<file path="config.mk">
export PLATFORM = sky130hd
export DESIGN_NAME = rewrite_seq_ctrl
export DESIGN_NICKNAME = d
export VERILOG_FILES = /design/src/rtl/rewrite_seq_ctrl.sv
export SDC_FILE = /design/constraint.sdc
export NUM_CORES = 1
export LEC_CHECK = 0
export ABC_AREA = 1
export CORE_MARGIN = 4
export CORE_UTILIZATION = 25
export CTS_CLUSTER_DIAMETER = 120
export CTS_CLUSTER_SIZE = 20
export DETAILED_ROUTE_END_ITERATION = 8
export PLACE_DENSITY = 0.58
export SLEW_MARGIN = 10
export SYNTH_ARGS = -nofsm -noshare
export SYNTH_HDL_FRONTEND = slang
export SYNTH_SLANG_ARGS = --single-unit
export TNS_END_PERCENT = 50
</file>
<file path="constraint.sdc">
create_clock -name clk -period 6.3 [get_ports clk]
set_clock_uncertainty 0.15 [all_clocks]
set_input_delay 1.26 -clock clk [delete_from_list [all_inputs] [get_ports clk]]
set_output_delay 1.26 -clock clk [all_outputs]
set_load 0.005 [all_outputs]
</file>
<file path="src/rtl/rewrite_seq_ctrl.sv">
// rewrite_seq_ctrl: pairs each rewrite descriptor with its packet byte stream,
// strobes start-of-packet to the rewrite mux and enforces the expected length.
module rewrite_seq_ctrl #(
   parameter int ACTION_W = 64
) (
   input  logic                clk,
   input  logic                rst,
   input  logic                desc_valid,
   output logic                desc_ready,
   input  logic [ACTION_W-1:0] desc_action,
   input  logic [15:0]         desc_l2_off,
   input  logic [15:0]         desc_l3_off,
   input  logic [15:0]         desc_l4_off,
   input  logic [15:0]         desc_len,
   input  logic                s_valid,
   input  logic [7:0]          s_data,
   input  logic                s_last,
   output logic                s_ready,
   output logic                m_valid,
   output logic [7:0]          m_data,
   output logic                m_last,
   input  logic                m_ready,
   output logic                pkt_sop,
   output logic [ACTION_W-1:0] action,
   output logic [15:0]         l2_offset,
   output logic [15:0]         l3_offset,
   output logic [15:0]         l4_offset,
   output logic                busy,
   output logic [31:0]         pkt_count,
   output logic [15:0]         len_err_count
);

   typedef enum logic [1:0] {
      IDLE   = 2'd0,
      SOP    = 2'd1,
      STREAM = 2'd2,
      DRAIN  = 2'd3
   } state_t;

   state_t      state;
   state_t      next_state;
   logic [15:0] byte_count;
   logic [15:0] exp_len;
   logic        desc_fire;
   logic        s_fire;
   logic        len_set;
   logic        len_hit;

   function automatic logic [31:0] sat_inc32(input logic [31:0] v);
      return (v == 32'hFFFF_FFFF) ? v : v + 32'd1;
   endfunction

   function automatic logic [15:0] sat_inc16(input logic [15:0] v);
      return (v == 16'hFFFF) ? v : v + 16'd1;
   endfunction

   assign desc_fire = desc_valid && desc_ready;
   assign s_fire    = s_valid && s_ready;
   assign len_set   = (exp_len != 16'd0);
   // The byte being accepted now is the last one the descriptor allows.
   assign len_hit   = len_set && ((byte_count + 16'd1) == exp_len);
   assign busy      = (state != IDLE);

   // State register
   always_ff @(posedge clk or posedge rst) begin
      if (rst) begin
         state <= IDLE;
      end else begin
         state <= next_state;
      end
   end

   // Next-state logic
   always_comb begin
      next_state = state;
      case (state)
         IDLE: begin
            if (desc_fire) next_state = SOP;
            else           next_state = IDLE;
         end
         SOP: next_state = STREAM;
         STREAM: begin
            if (s_fire && s_last)       next_state = IDLE;
            else if (s_fire && len_hit) next_state = DRAIN;
            else                        next_state = STREAM;
         end
         DRAIN: begin
            if (s_fire && s_last) next_state = IDLE;
            else                  next_state = DRAIN;
         end
         default: next_state = IDLE;
      endcase
   end

   // Output decode; STREAM is a combinational pass-through to the mux
   always_comb begin
      desc_ready = 1'b0;
      s_ready    = 1'b0;
      m_valid    = 1'b0;
      m_data     = 8'h00;
      m_last     = 1'b0;
      pkt_sop    = 1'b0;
      case (state)
         IDLE:   desc_ready = !rst;
         SOP:    pkt_sop = 1'b1;
         STREAM: begin
            m_valid = s_valid;
            m_data  = s_data;
            m_last  = s_last || len_hit;
            s_ready = m_ready;
         end
         DRAIN:   s_ready = 1'b1;
         default: desc_ready = 1'b0;
      endcase
   end

   // Descriptor fields held from acceptance until the next descriptor
   always_ff @(posedge clk or posedge rst) begin
      if (rst) begin
         action    <= {ACTION_W{1'b0}};
         l2_offset <= 16'd0;
         l3_offset <= 16'd0;
         l4_offset <= 16'd0;
         exp_len   <= 16'd0;
      end else if (desc_fire) begin
         action    <= desc_action;
         l2_offset <= desc_l2_off;
         l3_offset <= desc_l3_off;
         l4_offset <= desc_l4_off;
         exp_len   <= desc_len;
      end
   end

   // Byte counter plus saturating packet and length-error statistics
   always_ff @(posedge clk or posedge rst) begin
      if (rst) begin
         byte_count    <= 16'd0;
         pkt_count     <= 32'd0;
         len_err_count <= 16'd0;
      end else if (desc_fire) begin
         byte_count <= 16'd0;
      end else if ((state == STREAM) && s_fire) begin
         byte_count <= byte_count + 16'd1;
         if (s_last) begin
            pkt_count <= sat_inc32(pkt_count);
            if (len_set && !len_hit) begin
               len_err_count <= sat_inc16(len_err_count);
            end
         end else if (len_hit) begin
            pkt_count     <= sat_inc32(pkt_count);
            len_err_count <= sat_inc16(len_err_count);
         end
      end
   end

endmodule

</file>
Yosys cells after proc, flatten, opt, wreduce, memory -nomap -nowiden --
Index checks and enable logic that the tools add are counted.
Word-level totals: flip-flop bits (word level) 194, input bits 142, output and inout port bits 174, word-level logic and storage cells 57
Cells by class: $add $sub $neg 3, equal/unequal tests 7, mux-type cells 20, bitwise gates (word level) 1, reduce and logical (&&, ||, !) cells 17
Operators by type and width (number):
- $mux 16 | 6
- $mux 32 | 3
- $add 16x1->16 const B | 2
- $add 32x1->32 const B | 1
- $eq 32x32->1 const B | 1
- $eq 16x16->1 | 1
- $eq 16x16->1 const B | 1
- $reduce_bool 16->1 | 1
- $mux 8 | 1
- $pmux 2 s4 | 1
- $logic_and 1x1->1 | 7
- $mux 1 | 6
- $reduce_bool 2->1 | 3
- $eq 2x2->1 const B | 2
- $mux 2 | 2
- $reduce_and 4->1 | 1
- $reduce_and 3->1 | 1
- $eq 2x1->1 const B | 1
- $logic_not 1->1 | 2
- $logic_not 2->1 | 1
- $ne 2x1->1 const B | 1
- $pmux 1 s2 | 1
- $logic_or 1x1->1 | 1
- $not 1->1 | 1

Depth between registers and ports, before layout --
depth after elaboration 7, mapped depth 18, depth with buffers taken out 17

Worst setup path after synthesis --
No wires, ideal clock.
kind reg-to-output, from register byte_count[1], to output port m_last, data arrival time 1.689 ns, data required time 4.890 ns, path slack 3.201 ns, cell stages (with the launch flop) 14, buffers on the path 0, path through dfrtp_1 -> ha_1 -> nand2_2 -> nor2_4 -> nand3_1 -> nand2_1 -> nand2_1 -> nand2_1 -> nand2_1 -> nor2_1 -> nand2_1 -> nor2_2 -> nand3_2 -> a21oi_1
On the way: word-level cells in the longest chain between the ends 5
RTL lines:
- start: declaration | RTL line 42 | logic [15:0] byte_count;
- start signal: assignment | RTL line 143 | byte_count <= byte_count + 16'd1;
- $add 16x1->16 | RTL line 61 | assign len_hit = len_set && ((byte_count + 16'd1) == exp_len);
- $eq 16x16->1 | RTL line 61
- $logic_and 1x1->1 | RTL line 61
- $logic_or 1x1->1 | RTL line 109 | m_last = s_last || len_hit;
- $mux 1 | RTL line 103 | case (state)
- end: declaration | RTL line 21 | output logic m_last,
No other way between the ends.

Worst setup path after layout --
from register byte_count[0], to output port m_last
Same word-level chain as after synthesis.

==> metrics.txt <==
# TYPE chip_impl_metric gauge
chip_impl_metric{name="cp_data_arrival_time",unit="ns"} 3.10
chip_impl_metric{name="timing.critical_path.depth",unit=""} 12
chip_impl_metric{name="max_cap_viol_count",unit=""} 0
chip_impl_metric{name="grt_pass1_wl",unit="µm"} 44800
chip_impl_metric{name="yosys_reg_bits",unit=""} 194
chip_impl_metric{name="globalplace.congestion",unit=""} 0.866
chip_impl_metric{name="grt_usage",unit="%"} 13.7
chip_impl_metric{name="final_core_util",unit="%"} 36.9
chip_impl_metric{name="slew_headroom",unit="%"} 34.8
chip_impl_metric{name="initial_core_utilization",unit="%"} 25.4
chip_impl_metric{name="route.detailed.wl_per_inst",unit="µm"} 15.9
chip_impl_metric{name="synth_area",unit="µm²"} 9320
chip_impl_metric{name="final.period_utilization",unit="%"} 71.5
chip_impl_info{name="endpoint",value="m_last"} 1
chip_impl_metric{name="critPathRequiredTime",unit="ns"} 4.89
chip_impl_metric{name="multi_input_area",unit="µm²"} 4020
chip_impl_metric{name="placeableCoreArea",unit="µm²"} 36700
chip_impl_metric{name="post_cts_resize_count",unit=""} 0
chip_impl_metric{name="die_height",unit="µm"} 201
chip_impl_metric{name="final-seq-area",unit="µm²"} 4850
chip_impl_metric{name="placement.setup.worst_slack",unit="ns"} 2.23
chip_impl_metric{name="number_of_antenna_violations_at_the_first_check_in_global_routing",unit=""} 0
chip_impl_metric{name="postLayoutSetupSlackWorst",unit="ns"} 1.79
chip_impl_metric{name="detail_route.wirelength",unit="µm"} 27800
chip_impl_metric{name="drt.antenna.violating_nets",unit=""} 0
chip_impl_metric{name="std_cell_rows",unit=""} 70
chip_impl_info{name="largest_cells_by_area_after_synthesis",value="sky130_fd_sc_hd__dfrtp_1 (52%), sky130_fd_sc_hd__mux2_2 (14%), sky130_fd_sc_hd__nand2_1 (10%)"} 1
chip_impl_metric{name="irDropWorstVdd",unit="V"} 0.000212
chip_impl_info{name="cell_type_group_with_the_largest_total_delay_on_the_critical_path",value="simple AND/OR/NAND/NOR gates"} 1
chip_impl_metric{name="finalWorstPathRequiredPeriod",unit="ns"} 4.51
chip_impl_metric{name="clk_path_buf_depth",unit=""} 2
chip_impl_metric{name="synth-warning-count",unit=""} 0
chip_impl_info{name="critical_path.reg2reg.startpoint",value="byte_count[0]"} 1
chip_impl_info{name="cp-end-kind",value="output port"} 1
chip_impl_metric{name="highest_clock_rate",unit="MHz"} 222
chip_impl_metric{name="worst-path-buf-inv",unit=""} 1
chip_impl_info{name="critPathSlowestCell",value="sky130_fd_sc_hd__clkdlybuf4s50_1"} 1
chip_impl_metric{name="critPathMaxFanout",unit=""} 8
chip_impl_metric{name="synth.top_cell.area_share",unit="%"} 52.1
chip_impl_metric{name="cts_sinks",unit=""} 194
chip_impl_metric{name="worst_skew_pair.late_latency",unit="ns"} 0.45
chip_impl_metric{name="place_hpwl",unit="µm"} 20600
chip_impl_metric{name="hold_viol",unit=""} 0
chip_impl_info{name="clock_root_buffer",value="sky130_fd_sc_hd__clkbuf_16"} 1
chip_impl_metric{name="synth.avg_cell_area",unit="µm²"} 9.66
chip_impl_metric{name="worst_pin_slew",unit="ns"} 0.978
chip_impl_metric{name="holdBufCountCts",unit=""} 0
chip_impl_metric{name="syn-num-nets",unit=""} 1109
chip_impl_metric{name="port-buffer-count",unit=""} 315
chip_impl_metric{name="total_leakage_power",unit="nW"} 5.80
chip_impl_metric{name="syn_inst",unit=""} 964
chip_impl_metric{name="area_delta_synth_final",unit="%"} 45.3
chip_impl_metric{name="yosysUniqueCellTypes",unit=""} 37
chip_impl_metric{name="cts.htree.levels",unit=""} 4
chip_impl_info{name="crit_path_frequent_cell",value="sky130_fd_sc_hd__nand3_1"} 1
chip_impl_metric{name="layout.filler_cells",unit=""} 3677
chip_impl_info{name="grt_setup_unrepaired",value="false"} 1
chip_impl_metric{name="post_cts_buffers",unit=""} 0
chip_impl_metric{name="grt_pass1_vias",unit=""} 8004
chip_impl_metric{name="totalNegativeSetupSlack",unit="ns"} 0
chip_impl_info{name="crit_path_cell_trace",value="ha_1 -> nand2_2 -> nor2_4 -> nand3_1 -> nand3_1 -> nand2_1 -> nor2_1 -> nand3_1 -> nor2_1 -> nand3_2 -> a21oi_1 -> clkdlybuf4s50_1"} 1
chip_impl_metric{name="drtPass1Iterations",unit=""} 5
chip_impl_metric{name="holdWs",unit="ns"} 0.354
chip_impl_metric{name="grt.overflow.total",unit=""} 0
chip_impl_metric{name="timing.critical_path.slowest_cell_delay",unit="ns"} 0.53
chip_impl_metric{name="timing.final.max_slew_violations",unit=""} 0
chip_impl_metric{name="avgViaCountPerCell",unit=""} 4.45
chip_impl_metric{name="ff2ff_setup_slack",unit="ns"} 2.57
chip_impl_metric{name="nNetsFinal",unit=""} 1417
chip_impl_info{name="tritoncts",value="built"} 1
chip_impl_info{name="worstHoldStart",value="action[15]"} 1
chip_impl_metric{name="largest_net_degree_at_the_start_of_global_routing",unit=""} 120
chip_impl_metric{name="reg2reg_depth",unit=""} 15
chip_impl_metric{name="die-area",unit="µm²"} 40400
chip_impl_metric{name="share_of_final_layout_standard_cells_stronger_than_drive_strength_1",unit="%"} 13.6
chip_impl_metric{name="post_layout_nonfiller_instances",unit=""} 1752
chip_impl_metric{name="clk_transition_reported_paths",unit="ns"} 0.08
chip_impl_info{name="setup.worst_path.class",value="reg2out"} 1
chip_impl_metric{name="design.portCount",unit=""} 316
chip_impl_metric{name="post-route-drc-count",unit=""} 0
chip_impl_metric{name="numCtsBuffers",unit=""} 17
chip_impl_metric{name="sequential_to_total_area_share_from_yosys_stat",unit="%"} 52.1
chip_impl_info{name="status",value="finished clean"} 1
chip_impl_info{name="timing.critical_path.from_type",value="flop"} 1
chip_impl_metric{name="insertedDiodeCount",unit=""} 0
chip_impl_info{name="hold_class",value="reg2reg"} 1
chip_impl_info{name="crit_path_start",value="byte_count[0]"} 1
chip_impl_metric{name="detailroute.via_count",unit=""} 7788
chip_impl_metric{name="final_report_setup_violation_count",unit=""} 0
chip_impl_info{name="cell_accounting_for_the_most_synthesized_area",value="sky130_fd_sc_hd__dfrtp_1"} 1
chip_impl_metric{name="initialDrtViolationCount",unit=""} 293
chip_impl_metric{name="post-place-cells",unit=""} 1721
chip_impl_metric{name="fp.dieW",unit="µm"} 201
chip_impl_metric{name="power_density",unit="nW/µm²"} 371
chip_impl_info{name="r2r-end",value="pkt_count[21]"} 1
worst reg2reg max path, delay by kind of cell (launching register included):
| kind | cells | cell delay (ns) |
|---|---|---|
| DFF | 1 | 0.49 |
| and+or+nand+nor | 13 | 2.12 |
| adders and majority gates | 1 | 0.29 |
| buffers and inverters | 1 | 0.60 |
synth_stat cells, drive strengths merged:
master / instances
nor3b: 2
nor2: 81
o41ai: 1
o21ai: 17
nand2: 257
xnor3: 1
a41oi: 1
buf: 12
dfrtp: 194
o22ai: 5
nor3: 14
a21oi: 13
clkbuf: 17
mux2: 116
xnor2: 15
xor2: 33
o221ai: 1
ha: 3
o31ai: 1
inv: 77
nand4: 35
nand3: 52
nor4: 13
clkinv: 3
routing by layer:
| layer | up-vias | track usage (%) | part of all wire (%) |
|---|---|---|---|
| li1 | 3778 | - | - |
| met1 | 3791 | 16.7 | 42 |
| met2 | 190 | 23.2 | 50 |
| met3 | 29 | 4.72 | 6.7 |
| met4 | 0 | 3.83 | 1.8 |
| met5 | - | 0 | 0 |
flip-flops by register name, summed over array words and instances, names as in the netlist:
signal	cells
pkt_count	32
byte_count	16
action	64
state	2
l3_offset	16
l4_offset	16
exp_len	16
l2_offset	16
len_err_count	16
kinds of logic after synthesis:
| kind of cell | Yosys count | share of synthesized area, % |
|---|---|---|
| DFF | 194 | 52.1 |
| AOI/OAI and AO/OA | 39 | 2.47 |
| and+or+nand+nor | 454 | 21.4 |
| buffers and inverters | 109 | 4.85 |
| muxes | 116 | 14.0 |
| adders and majority gates | 3 | 0.403 |
| xor gates and xnor gates | 49 | 4.75 |
final cells by class:
cell class	count	area share, %
Sequential cell	194	35.9
Multi-Input combinational cell	661	29.7
Timing Repair Buffer	318	23.6
Tap cell	468	4.32
Clock buffer	20	3.37
Inverter	80	2.25
Clock inverter	11	0.887
report_power, final:
group / switching [mW] / internal, mW / total, mW
clock: 0.520 / 0.576 / 1.10
combinational: 0.688 / 1.23 / 1.92
sequential: 0.299 / 1.71 / 2.01
how the worst min path moves through the flow:
stage	endpoint	depth (start not counted)	slack, ns
final	action[15]	1	0.35
after global routing	action[6]	1	0.37
after CTS	action[15]	1	0.36
after detailed placement	action[15]	1	0.34
after global placement	action[18]	1	0.34
after floorplan	len_err_count[15]	2	0.34
through the flow:
stage               total power, mW  area (µm²)
detailed placement             3.98       13000
floorplan                      2.76        9320
CTS                            5.12       13500
global placement               3.96       13000
finish                         5.02       13500
global route                   5.34       13500
layout by cell type, fill, tap and decap left out, types with 17 or more instances in the layout:
cell type and instances:
sky130_fd_sc_hd__clkdlybuf4s50_1 315, sky130_fd_sc_hd__clkbuf_16 17, sky130_fd_sc_hd__inv_1 73, sky130_fd_sc_hd__nor2_1 74, sky130_fd_sc_hd__mux2_2 116, sky130_fd_sc_hd__nand4_1 35
sky130_fd_sc_hd__nand3_1 49, sky130_fd_sc_hd__xor2_1 33, sky130_fd_sc_hd__nand2_1 251, sky130_fd_sc_hd__dfrtp_1 194
(Power assumes the default switching activity.)
